File: config.mk
export PLATFORM = sky130hd
export DESIGN_NAME = uart_rx_flat
export DESIGN_NICKNAME = d
export VERILOG_FILES = /design/src/rtl/uart_rx_if.sv /design/src/rtl/uart_rx.sv /design/src/flat_wrapper.sv
export SDC_FILE = /design/constraint.sdc
export NUM_CORES = 1
export LEC_CHECK = 0
export ABC_AREA = 1
export CELL_PAD_IN_SITES_DETAIL_PLACEMENT = 1
export CELL_PAD_IN_SITES_GLOBAL_PLACEMENT = 2
export CORE_MARGIN = 2
export CORE_UTILIZATION = 36
export DETAILED_ROUTE_END_ITERATION = 8
export PLACE_DENSITY = 0.85
export SETUP_SLACK_MARGIN = 0.2
export SYNTH_ARGS = -nofsm -noshare
export SYNTH_HDL_FRONTEND = slang
export SYNTH_SLANG_ARGS = --single-unit
File: constraint.sdc
create_clock -name clk -period 2.7 [get_ports clk]
set_clock_uncertainty 0.15 [all_clocks]
set_input_delay 0.54 -clock clk [delete_from_list [all_inputs] [get_ports clk]]
set_output_delay 0.54 -clock clk [all_outputs]
set_load 0.02 [all_outputs]
File: src/rtl/uart_rx_if.sv
// uart_rx_if -- receive-side bus between uart_rx and its consumer.
//
// Signals:
//   rd_en      consumer -> rx   pop the FIFO head
//   clr_err    consumer -> rx   clear sticky error flags
//   rx_data    rx -> consumer   FIFO head byte, first-word-fall-through
//   rx_valid   rx -> consumer   FIFO not empty
//   rx_count   rx -> consumer   FIFO occupancy
//   frame_err  rx -> consumer   sticky, stop bit sampled low
//   overrun    rx -> consumer   sticky, byte lost to a full FIFO
//   parity_err rx -> consumer   sticky, parity mismatch
//
// Modports: master = uart_rx side, slave = consumer side.
interface uart_rx_if #(
    parameter int FIFO_DEPTH = 4
) ();
    logic                          rd_en;
    logic                          clr_err;
    logic [7:0]                    rx_data;
    logic                          rx_valid;
    logic [$clog2(FIFO_DEPTH):0]   rx_count;
    logic                          frame_err;
    logic                          overrun;
    logic                          parity_err;

    modport master (
        input  rd_en, clr_err,
        output rx_data, rx_valid, rx_count, frame_err, overrun, parity_err
    );

    modport slave (
        output rd_en, clr_err,
        input  rx_data, rx_valid, rx_count, frame_err, overrun, parity_err
    );
endinterface

File: src/rtl/uart_rx.sv
// uart_rx -- oversampling UART receiver with a first-word-fall-through FIFO.
//
// Ports:
//   clk   single clock, posedge
//   rst   synchronous reset, active-high
//   rx    asynchronous serial line, idle high
//   bus   uart_rx_if.master: rd_en/clr_err in; rx_data, rx_valid, rx_count,
//         frame_err, overrun, parity_err out
//
// Parameters: CLKS_PER_BIT (>= 4), FIFO_DEPTH (power of two, >= 2).
// Optional feature: define UART_RX_PARITY_EN for 8E1 frames (even parity);
// otherwise frames are 8N1 and parity_err is tied low.
//
// state  | meaning
// -------+----------------------------------------------------------
// IDLE   | waiting for a falling edge on the synchronized line
// START  | timing to mid start bit; a high sample there is a glitch
// DATA   | sampling 8 data bits LSB-first, one per CLKS_PER_BIT
// PARITY | sampling the even-parity bit (UART_RX_PARITY_EN only)
// STOP   | sampling the stop bit, then push or flag a framing error
module uart_rx #(
    parameter int CLKS_PER_BIT = 87,
    parameter int FIFO_DEPTH   = 4
) (
    input  logic       clk,
    input  logic       rst,
    input  logic       rx,
    uart_rx_if.master  bus
);
    localparam int CNT_W = $clog2(CLKS_PER_BIT);
    localparam int PTR_W = $clog2(FIFO_DEPTH);
    localparam int OCC_W = PTR_W + 1;
    localparam logic [CNT_W-1:0] BIT_LAST  = CNT_W'(CLKS_PER_BIT - 1);
    localparam logic [CNT_W-1:0] HALF_LAST = CNT_W'(CLKS_PER_BIT / 2 - 1);
    localparam logic [OCC_W-1:0] OCC_FULL  = OCC_W'(FIFO_DEPTH);

    typedef enum logic [2:0] {IDLE, START, DATA, PARITY, STOP} state_t;

    state_t           state;
    logic             rx_s1, rx_s2, rx_d;
    logic [1:0]       sync_ok;
    logic [CNT_W-1:0] cnt;
    logic [2:0]       bit_idx;
    logic [7:0]       shift;

    logic [7:0]       mem [FIFO_DEPTH];
    logic [PTR_W-1:0] wr_ptr, rd_ptr;
    logic [OCC_W-1:0] count;
    logic             frame_err_q, overrun_q, parity_err_q;

    logic stop_tick, push, push_ok, pop, frame_set, overrun_set, parity_set;

    assign stop_tick = (state == STOP) && (cnt == BIT_LAST);
    assign frame_set = stop_tick && !rx_s2;

`ifdef UART_RX_PARITY_EN
    logic par_bad;
    assign parity_set = (state == PARITY) && (cnt == BIT_LAST) && ((^shift) ^ rx_s2);
    assign push       = stop_tick && rx_s2 && !par_bad;
`else
    assign parity_set = 1'b0;
    assign push       = stop_tick && rx_s2;
`endif

    assign pop         = bus.rd_en && (count != '0);
    assign push_ok     = push && ((count != OCC_FULL) || pop);
    assign overrun_set = push && (count == OCC_FULL) && !pop;

    always_ff @(posedge clk) begin
        if (rst) begin
            rx_s1   <= 1'b1;
            rx_s2   <= 1'b1;
            rx_d    <= 1'b0;
            sync_ok <= 2'b00;
            state   <= IDLE;
            cnt     <= '0;
            bit_idx <= '0;
            shift   <= '0;
`ifdef UART_RX_PARITY_EN
            par_bad <= 1'b0;
`endif
        end else begin
            rx_s1   <= rx;
            rx_s2   <= rx_s1;
            // The synchronizer resets to 1, which is not a real observation of
            // the line; rx_d only reports high once rx_s2 carries sampled data,
            // so a line held low through reset never looks like a start edge.
            sync_ok <= {sync_ok[0], 1'b1};
            rx_d    <= rx_s2 & sync_ok[1];

            case (state)
                IDLE: begin
                    if (rx_d && !rx_s2) begin
                        state <= START;
                        cnt   <= '0;
                    end
                end
                START: begin
                    if (cnt == HALF_LAST) begin
                        cnt <= '0;
                        if (!rx_s2) begin
                            state   <= DATA;
                            bit_idx <= '0;
`ifdef UART_RX_PARITY_EN
                            par_bad <= 1'b0;
`endif
                        end else begin
                            state <= IDLE;
                        end
                    end else begin
                        cnt <= cnt + 1'b1;
                    end
                end
                DATA: begin
                    if (cnt == BIT_LAST) begin
                        cnt     <= '0;
                        shift   <= {rx_s2, shift[7:1]};
                        bit_idx <= bit_idx + 1'b1;
                        if (bit_idx == 3'd7) begin
`ifdef UART_RX_PARITY_EN
                            state <= PARITY;
`else
                            state <= STOP;
`endif
                        end
                    end else begin
                        cnt <= cnt + 1'b1;
                    end
                end
                PARITY: begin
`ifdef UART_RX_PARITY_EN
                    if (cnt == BIT_LAST) begin
                        cnt     <= '0;
                        par_bad <= (^shift) ^ rx_s2;
                        state   <= STOP;
                    end else begin
                        cnt <= cnt + 1'b1;
                    end
`else
                    state <= IDLE;
`endif
                end
                STOP: begin
                    if (cnt == BIT_LAST) begin
                        cnt   <= '0;
                        state <= IDLE;
                    end else begin
                        cnt <= cnt + 1'b1;
                    end
                end
                default: state <= IDLE;
            endcase
        end
    end

    always_ff @(posedge clk) begin
        if (push_ok) mem[wr_ptr] <= shift;
    end

    always_ff @(posedge clk) begin
        if (rst) begin
            wr_ptr       <= '0;
            rd_ptr       <= '0;
            count        <= '0;
            frame_err_q  <= 1'b0;
            overrun_q    <= 1'b0;
            parity_err_q <= 1'b0;
        end else begin
            if (push_ok) wr_ptr <= wr_ptr + 1'b1;
            if (pop)     rd_ptr <= rd_ptr + 1'b1;
            case ({push_ok, pop})
                2'b10:   count <= count + 1'b1;
                2'b01:   count <= count - 1'b1;
                default: count <= count;
            endcase
            // A new error event beats a same-cycle clear.
            frame_err_q  <= frame_set   || (frame_err_q  && !bus.clr_err);
            overrun_q    <= overrun_set || (overrun_q    && !bus.clr_err);
            parity_err_q <= parity_set  || (parity_err_q && !bus.clr_err);
        end
    end

    assign bus.rx_valid   = (count != '0);
    assign bus.rx_data    = (count != '0) ? mem[rd_ptr] : 8'h00;
    assign bus.rx_count   = count;
    assign bus.frame_err  = frame_err_q;
    assign bus.overrun    = overrun_q;
    assign bus.parity_err = parity_err_q;
endmodule
File: src/flat_wrapper.sv
// flat-port wrapper written by rule: the top's interface ports become plain ports
module uart_rx_flat 
#(
    parameter int CLKS_PER_BIT = 87,
    parameter int FIFO_DEPTH   = 4
)
  (clk, rst, rx, bus_rd_en, bus_clr_err, bus_rx_data, bus_rx_valid, bus_rx_count, bus_frame_err, bus_overrun, bus_parity_err);
  uart_rx_if #(.FIFO_DEPTH(FIFO_DEPTH)) bus_i ();
  input  logic clk;
  input  logic rst;
  input  logic rx;
  input wire logic [$bits(bus_i.rd_en)-1:0] bus_rd_en;
  input wire logic [$bits(bus_i.clr_err)-1:0] bus_clr_err;
  output wire logic [$bits(bus_i.rx_data)-1:0] bus_rx_data;
  output wire logic [$bits(bus_i.rx_valid)-1:0] bus_rx_valid;
  output wire logic [$bits(bus_i.rx_count)-1:0] bus_rx_count;
  output wire logic [$bits(bus_i.frame_err)-1:0] bus_frame_err;
  output wire logic [$bits(bus_i.overrun)-1:0] bus_overrun;
  output wire logic [$bits(bus_i.parity_err)-1:0] bus_parity_err;
  assign bus_i.rd_en = bus_rd_en;
  assign bus_i.clr_err = bus_clr_err;
  assign bus_rx_data = bus_i.rx_data;
  assign bus_rx_valid = bus_i.rx_valid;
  assign bus_rx_count = bus_i.rx_count;
  assign bus_frame_err = bus_i.frame_err;
  assign bus_overrun = bus_i.overrun;
  assign bus_parity_err = bus_i.parity_err;
  uart_rx #(.CLKS_PER_BIT(CLKS_PER_BIT), .FIFO_DEPTH(FIFO_DEPTH)) u_core (.clk(clk), .rst(rst), .rx(rx), .bus(bus_i));
endmodule
Word level (Yosys, flattened, before mapping)
Memories as Yosys holds them, arrays and structs flattened. A register that Yosys moved wholly into a read port is not among the register bits.
Cells that the tools add are included.
- register bits: 36
- bits in writable memories: 32
- input port bits: 5
- output and inout bits: 15
- logic and storage cells: 88
- memories kept: 1
- memory list (name ; words ; width ; read ports ; clocked after Yosys merged registers in ; wr ports ; line ; RTL):
    u_core.mem ; 4 ; 8 ; 1 ; 1 ; 1 ; uart_rx.sv:46 ; logic [7:0] mem [FIFO_DEPTH];
- $add $sub $neg: 6
- eq/ne operators: 16
- mux-type cells: 22
- bitwise operators: 1
- reduce and logical (&&, ||, !) cells: 27
- operators with widths (cell ; number):
    $mux W3 ; 8
    $mux W7 ; 3
    $pmux W7 S3 ; 1
    $pmux W3 S2 ; 2
    $pmux W3 S4 ; 1
    $logic_and A1 B1 Y1 ; 11
    $eq A3 B3 Y1 const B ; 3
    $mux W8 ; 1
    $ne A2 B1 Y1 const B ; 4
    $add A7 B1 Y7 const B ; 1
    $eq A7 B6 Y1 const B ; 1
    $eq A7 B7 Y1 const B ; 1
    $add A3 B1 Y3 const B ; 2
    $mux W2 ; 3
    $reduce_bool A3 Y1 ; 2
    $reduce_and A5 Y1 ; 1
    $add A2 B1 Y2 const B ; 2
    $ne A2 B2 Y1 const B ; 2
    $reduce_and A2 Y1 ; 2
    $reduce_and A4 Y1 ; 1
    $reduce_bool A2 Y1 ; 2
    $eq A3 B1 Y1 const B ; 1
    $eq A3 B2 Y1 const B ; 1
    $logic_not A1 Y1 ; 3
    9 further kinds ; 13

Logic depth before layout (Yosys ltp)
- word-level depth: 6
- mapped depth: 14
- gate-level depth less buffers: 14

Worst setup path before layout
Ideal clock, no wire load.
- path type: reg2reg
- start point: reg u_core.cnt[0]
- end point: reg u_core.count[2] (netlist: u_core.bus.rx_count[2])
- setup time: 0.122 ns
- data arrival time: 2.004 ns
- data required time: 2.428 ns
- slack: 0.424 ns
- stages on the path, launching flop included: 15
- buffers on the path: 0
- period minus slack after synthesis: 2.276 ns
- cell sequence: dfxtp_1 inv_1 ha_1 nand2_1 nor2_4 nand2_4 nor3_4 nand2_2 ha_1 inv_1 fa_1 a21oi_1 o21ai_0 o21ai_0 a21oi_1
- word-level cells in the longest chain between the ends: 6
- elaborated cells between the ends (all ways): 8
- those cells by class: 3 x eq/ne; 1 x mux; 4 x reduce/logical
- RTL lines (item ; line ; RTL):
    from (decl) ; uart_rx.sv:42 ; logic [CNT_W-1:0] cnt;
    from (signal assigned) ; uart_rx.sv:111 ; cnt <= cnt + 1'b1;
    from (signal assigned) ; uart_rx.sv:127 ; cnt <= cnt + 1'b1;
    from (signal assigned) ; uart_rx.sv:148 ; cnt <= cnt + 1'b1;
    $eq A7 B7 Y1 * ; uart_rx.sv:53 ; assign stop_tick = (state == STOP) && (cnt == BIT_LAST);
    $logic_and A1 B1 Y1 * ; uart_rx.sv:53 ;
    $logic_and A1 B1 Y1 * ; uart_rx.sv:62 ; assign push = stop_tick && rx_s2;
    $logic_and A1 B1 Y1 * ; uart_rx.sv:66 ; assign push_ok = push && ((count != OCC_FULL) || pop);
    $eq A2 B1 Y1 / $eq A2 B2 Y1 (equally long branches) ; uart_rx.sv:171 ; case ({push_ok, pop})
    $pmux W3 S2 / $reduce_bool A2 Y1 (equally long branches) ; n/a ;
    to (signal assigned) ; uart_rx.sv:172 ; 2'b10: count <= count + 1'b1;
    to (signal assigned) ; uart_rx.sv:173 ; 2'b01: count <= count - 1'b1;
    to (signal assigned) ; uart_rx.sv:174 ; default: count <= count;
    to (decl) ; uart_rx.sv:48 ; logic [OCC_W-1:0] count;
Mark *: on every way between the ends. The rest lies on a longest branch, timed or not.
A chain may end at the register's enable or synchronous reset.

==> qor.yml <==
synthesis:
  synth.distinct_cells: 27
  synth_top_area_share_pct: 31.6
  yosys.area.top_type: "edfxtp_1"
  ys_seq_elements: 70
  synth_seq_area_share_pct: 56.5
  synthesis.instances: 339
  synthTopCellsByArea: "edfxtp_1, dfxtp_1, nor2_1"
  synthesis.area_um2: 3050
  synth_nets: 354
  post_synth.cell_area_avg_um2: 8.98
  synth_warnings: 0
clock_network:
  htreeDepth: 3
  cts_tree: "yes"
  cts-root-buf: "clkbuf_8"
  insertion_delay_ns: 0.33
  clkTransAtPathRegs_ns: 0.08
  clock-sinks: 70
  numCtsBuffers: 9
  clock_path_buffers: 2
place:
  hpwl_mm: 4.58
  gp_congestion: 0.726
  port-buffer-count: 19
  dp_slack_ns: 0.0292
power:
  ir_worst_vdd_uv: 381
  power-per-cell-area_nw_per_um2: 700
  leakage_uw: 0.00152
die:
  die_h_um: 96.0
  initial_core_util_pct: 37.1
  die_x_um: 96.0
  io_pins: 20
  die_area_um2: 9210
  core-area_um2: 8220
  rows: 33
global_routing:
  grt_max_degree: 24
  grtUsageTotal_pct: 16.4
  grt-ovfl-total: 0
  grt_pass1_wl_mm: 11.5
  grt_pass1_vias: 2475
  antenna_found_initial: 0
run_status:
  status: "finished, final reports clean"
routing:
  ant_nets: 0
  post_drt_wl_per_cell_um: 13.5
  viasPerCell: 4.78
  drc_errors: 0
  firstDrtPassIters: 4
  drt-initial-drc-count: 72
  vias: 2312
  drt_wl_total_mm: 6.52
final_layout:
  drive_gt1_share_pct: 15.8
  area_delta_synth_final_pct: 19.7
  antenna_cells: 0
  fill_cells: 974
  fin_util_pct: 44.4
  final_common_cell: "nor2_1"
  mostFrequentLayoutCells: "nor2_1, nand2_1, dfxtp_1, inv_1, edfxtp_1"
  final_nets: 389
worst_setup_path:
  path_class: "reg2out"
  reg2reg_depth: 14
  critPathArrivalTime_ns: 1.69
  worstPathMaxFanout: 17
  regToRegSetupSlack_ns: 0.41
  cp-end-kind: "output port"
  crit_required_ns: 2.01
  rr_endpoint: "u_core.bus.rx_count[2]$_SDFFE_PP0P_"
  startpoint_type: "flip-flop"
  r2r_start: "u_core.cnt[0]$_SDFFE_PP0P_"
timing:
  hold_viol_final: 0
  fin_ws_ns: 0.322
  fin_crit_sh_pct: 88.1
  finalSetupViolations: 0
  report.final.slew_viol_count: 0
  timing.fmax_mhz: 421
  tightest_slew_ns: 0.356
  fin_crit_ns: 2.38
  tns_ns: 0
  slew_headroom_pct: 76.2
  rsz0062_at_grt: "true"
flow_run:
  max_cap_viol_count: 0
hold_path:
  hold_start: "u_core.sync_ok[0]$_DFF_P_"
  worstHoldEndpoint: "u_core.sync_ok[1]$_SDFF_PP0_"
  min_path_type: "reg2reg"
  holdPathStages: 2
-- how the worst max path moves through the flow --
| stage | start | end | slack, ns | cells after the start |
|---|---|---|---|---|
| 2_1_floorplan | u_core.cnt[0]$_SDFFE_PP0P_ | u_core.bus.rx_count[2]$_SDFFE_PP0P_ | 0.42 | 14 |
| 6_report | flip-flop | bus_rx_data[6] | 0.32 | 6 |
| 4_1_cts | u_core.cnt[0]$_SDFFE_PP0P_ | u_core.bus.rx_count[2]$_SDFFE_PP0P_ | 0.23 | 14 |
| 3_5_place_dp | bus_rd_en | u_core.bus.rx_count[2]$_SDFFE_PP0P_ | 0.03 | 11 |
| 5_1_grt | u_core.cnt[0]$_SDFFE_PP0P_ | u_core.bus.rx_count[2]$_SDFFE_PP0P_ | 0.16 | 14 |
| 3_3_place_gp | bus_rd_en | u_core.bus.rx_count[2]$_SDFFE_PP0P_ | 0.18 | 11 |
-- report_power, final --
part           internal (uW)  switching, uW  total [uW]
logic                    177            309         486
clock network            519            389         908
registers               1130           30.3        1160
total                   1820            728        2550
-- final cells by class --
| class | instances | area [um2] | area share, % |
|---|---|---|---|
| flip-flops and latches | 70 | 1720 | 47.3 |
| multi-input cells | 222 | 1140 | 31.4 |
| repair buffers | 32 | 283 | 7.76 |
| inverters | 39 | 149 | 4.08 |
| well taps | 105 | 131 | 3.60 |
| clock buffers | 10 | 128 | 3.50 |
| clock inverters | 6 | 86.3 | 2.37 |
-- worst max-delay path, cell delays in order (launching register included) --
cell and delay, ns:
dfxtp_1 0.32, buf_4 0.23, nor2_1 0.08, nor2_1 0.11, o21ai_0 0.09, a21oi_1 0.16
dlygate4sd2_1 0.35
-- synthesized netlist by cell type --
| library cell | number |
|---|---|
| inv_2 | 6 |
| o21ai_2 | 1 |
| nand2_2 | 5 |
| buf_6 | 1 |
| a21oi_1 | 26 |
| nand2_1 | 36 |
| clkbuf_1 | 5 |
| edfxtp_1 | 32 |
| or2_1 | 1 |
| inv_1 | 33 |
| ha_1 | 9 |
| fa_1 | 1 |
| nor2_4 | 2 |
| o21ai_1 | 9 |
| a21oi_2 | 3 |
| nand4_1 | 6 |
| nor2_2 | 1 |
| dfxtp_1 | 38 |
| nor3_1 | 2 |
| nor3_4 | 1 |
| nand2_4 | 2 |
| nand3_1 | 10 |
| nand3_2 | 3 |
| nor2_1 | 77 |
| o21ai_0 | 25 |
| buf_2 | 2 |
| or2_2 | 2 |
-- flip-flops by register name, summed over array words and instances (netlist names), 2 cells and up, named ones only --
signal               cells
u_core.bus.rx_count      3
u_core.cnt               7
u_core.mem              32
u_core.shift             8
u_core.rd_ptr            2
u_core.bit_idx           3
u_core.wr_ptr            2
u_core.sync_ok           2
u_core.state             3
-- cell families after synthesis --
group	share of synthesized area, %
compound gates	11.0
buf+inv	6.12
flops	56.5
fa+ha+maj	4.36
simple gates	22.0
-- per-layer routing --
metal / up-vias / track usage, % / wire length [um]
li1: 1184 / - / -
met1: 1091 / 19.2 / 2840
met2: 23 / 28.8 / 3390
met3: 14 / 3.21 / 147
met4: 0 / 7.98 / 140
met5: - / 0 / 0
-- what timing repair did --
| action | CTS | global route |
|---|---|---|
| hold buffers | 0 | 0 |
| gates resized for setup | 10 | 10 |
| setup endpoints to repair | 9 | 4 |
| setup buffers | 0 | 2 |
| gates cloned | 0 | 0 |
| pin swaps | 0 | 2 |
-- through the flow --
| step | total power [uW] | hold WS [ns] | instances | cell area [um2] |
|---|---|---|---|---|
| after floorplan | 1510 | 0.238 | 339 | 3050 |
| after global placement | 1640 | 0.240 | 466 | 3410 |
| after detailed placement | 1650 | 0.246 | 466 | 3410 |
| after CTS | 2570 | 0.263 | 482 | 3620 |
| after global routing | 2710 | 0.287 | 484 | 3650 |
| final | 2550 | 0.257 | 484 | 3650 |
Power figures use the tool's default switching activity.
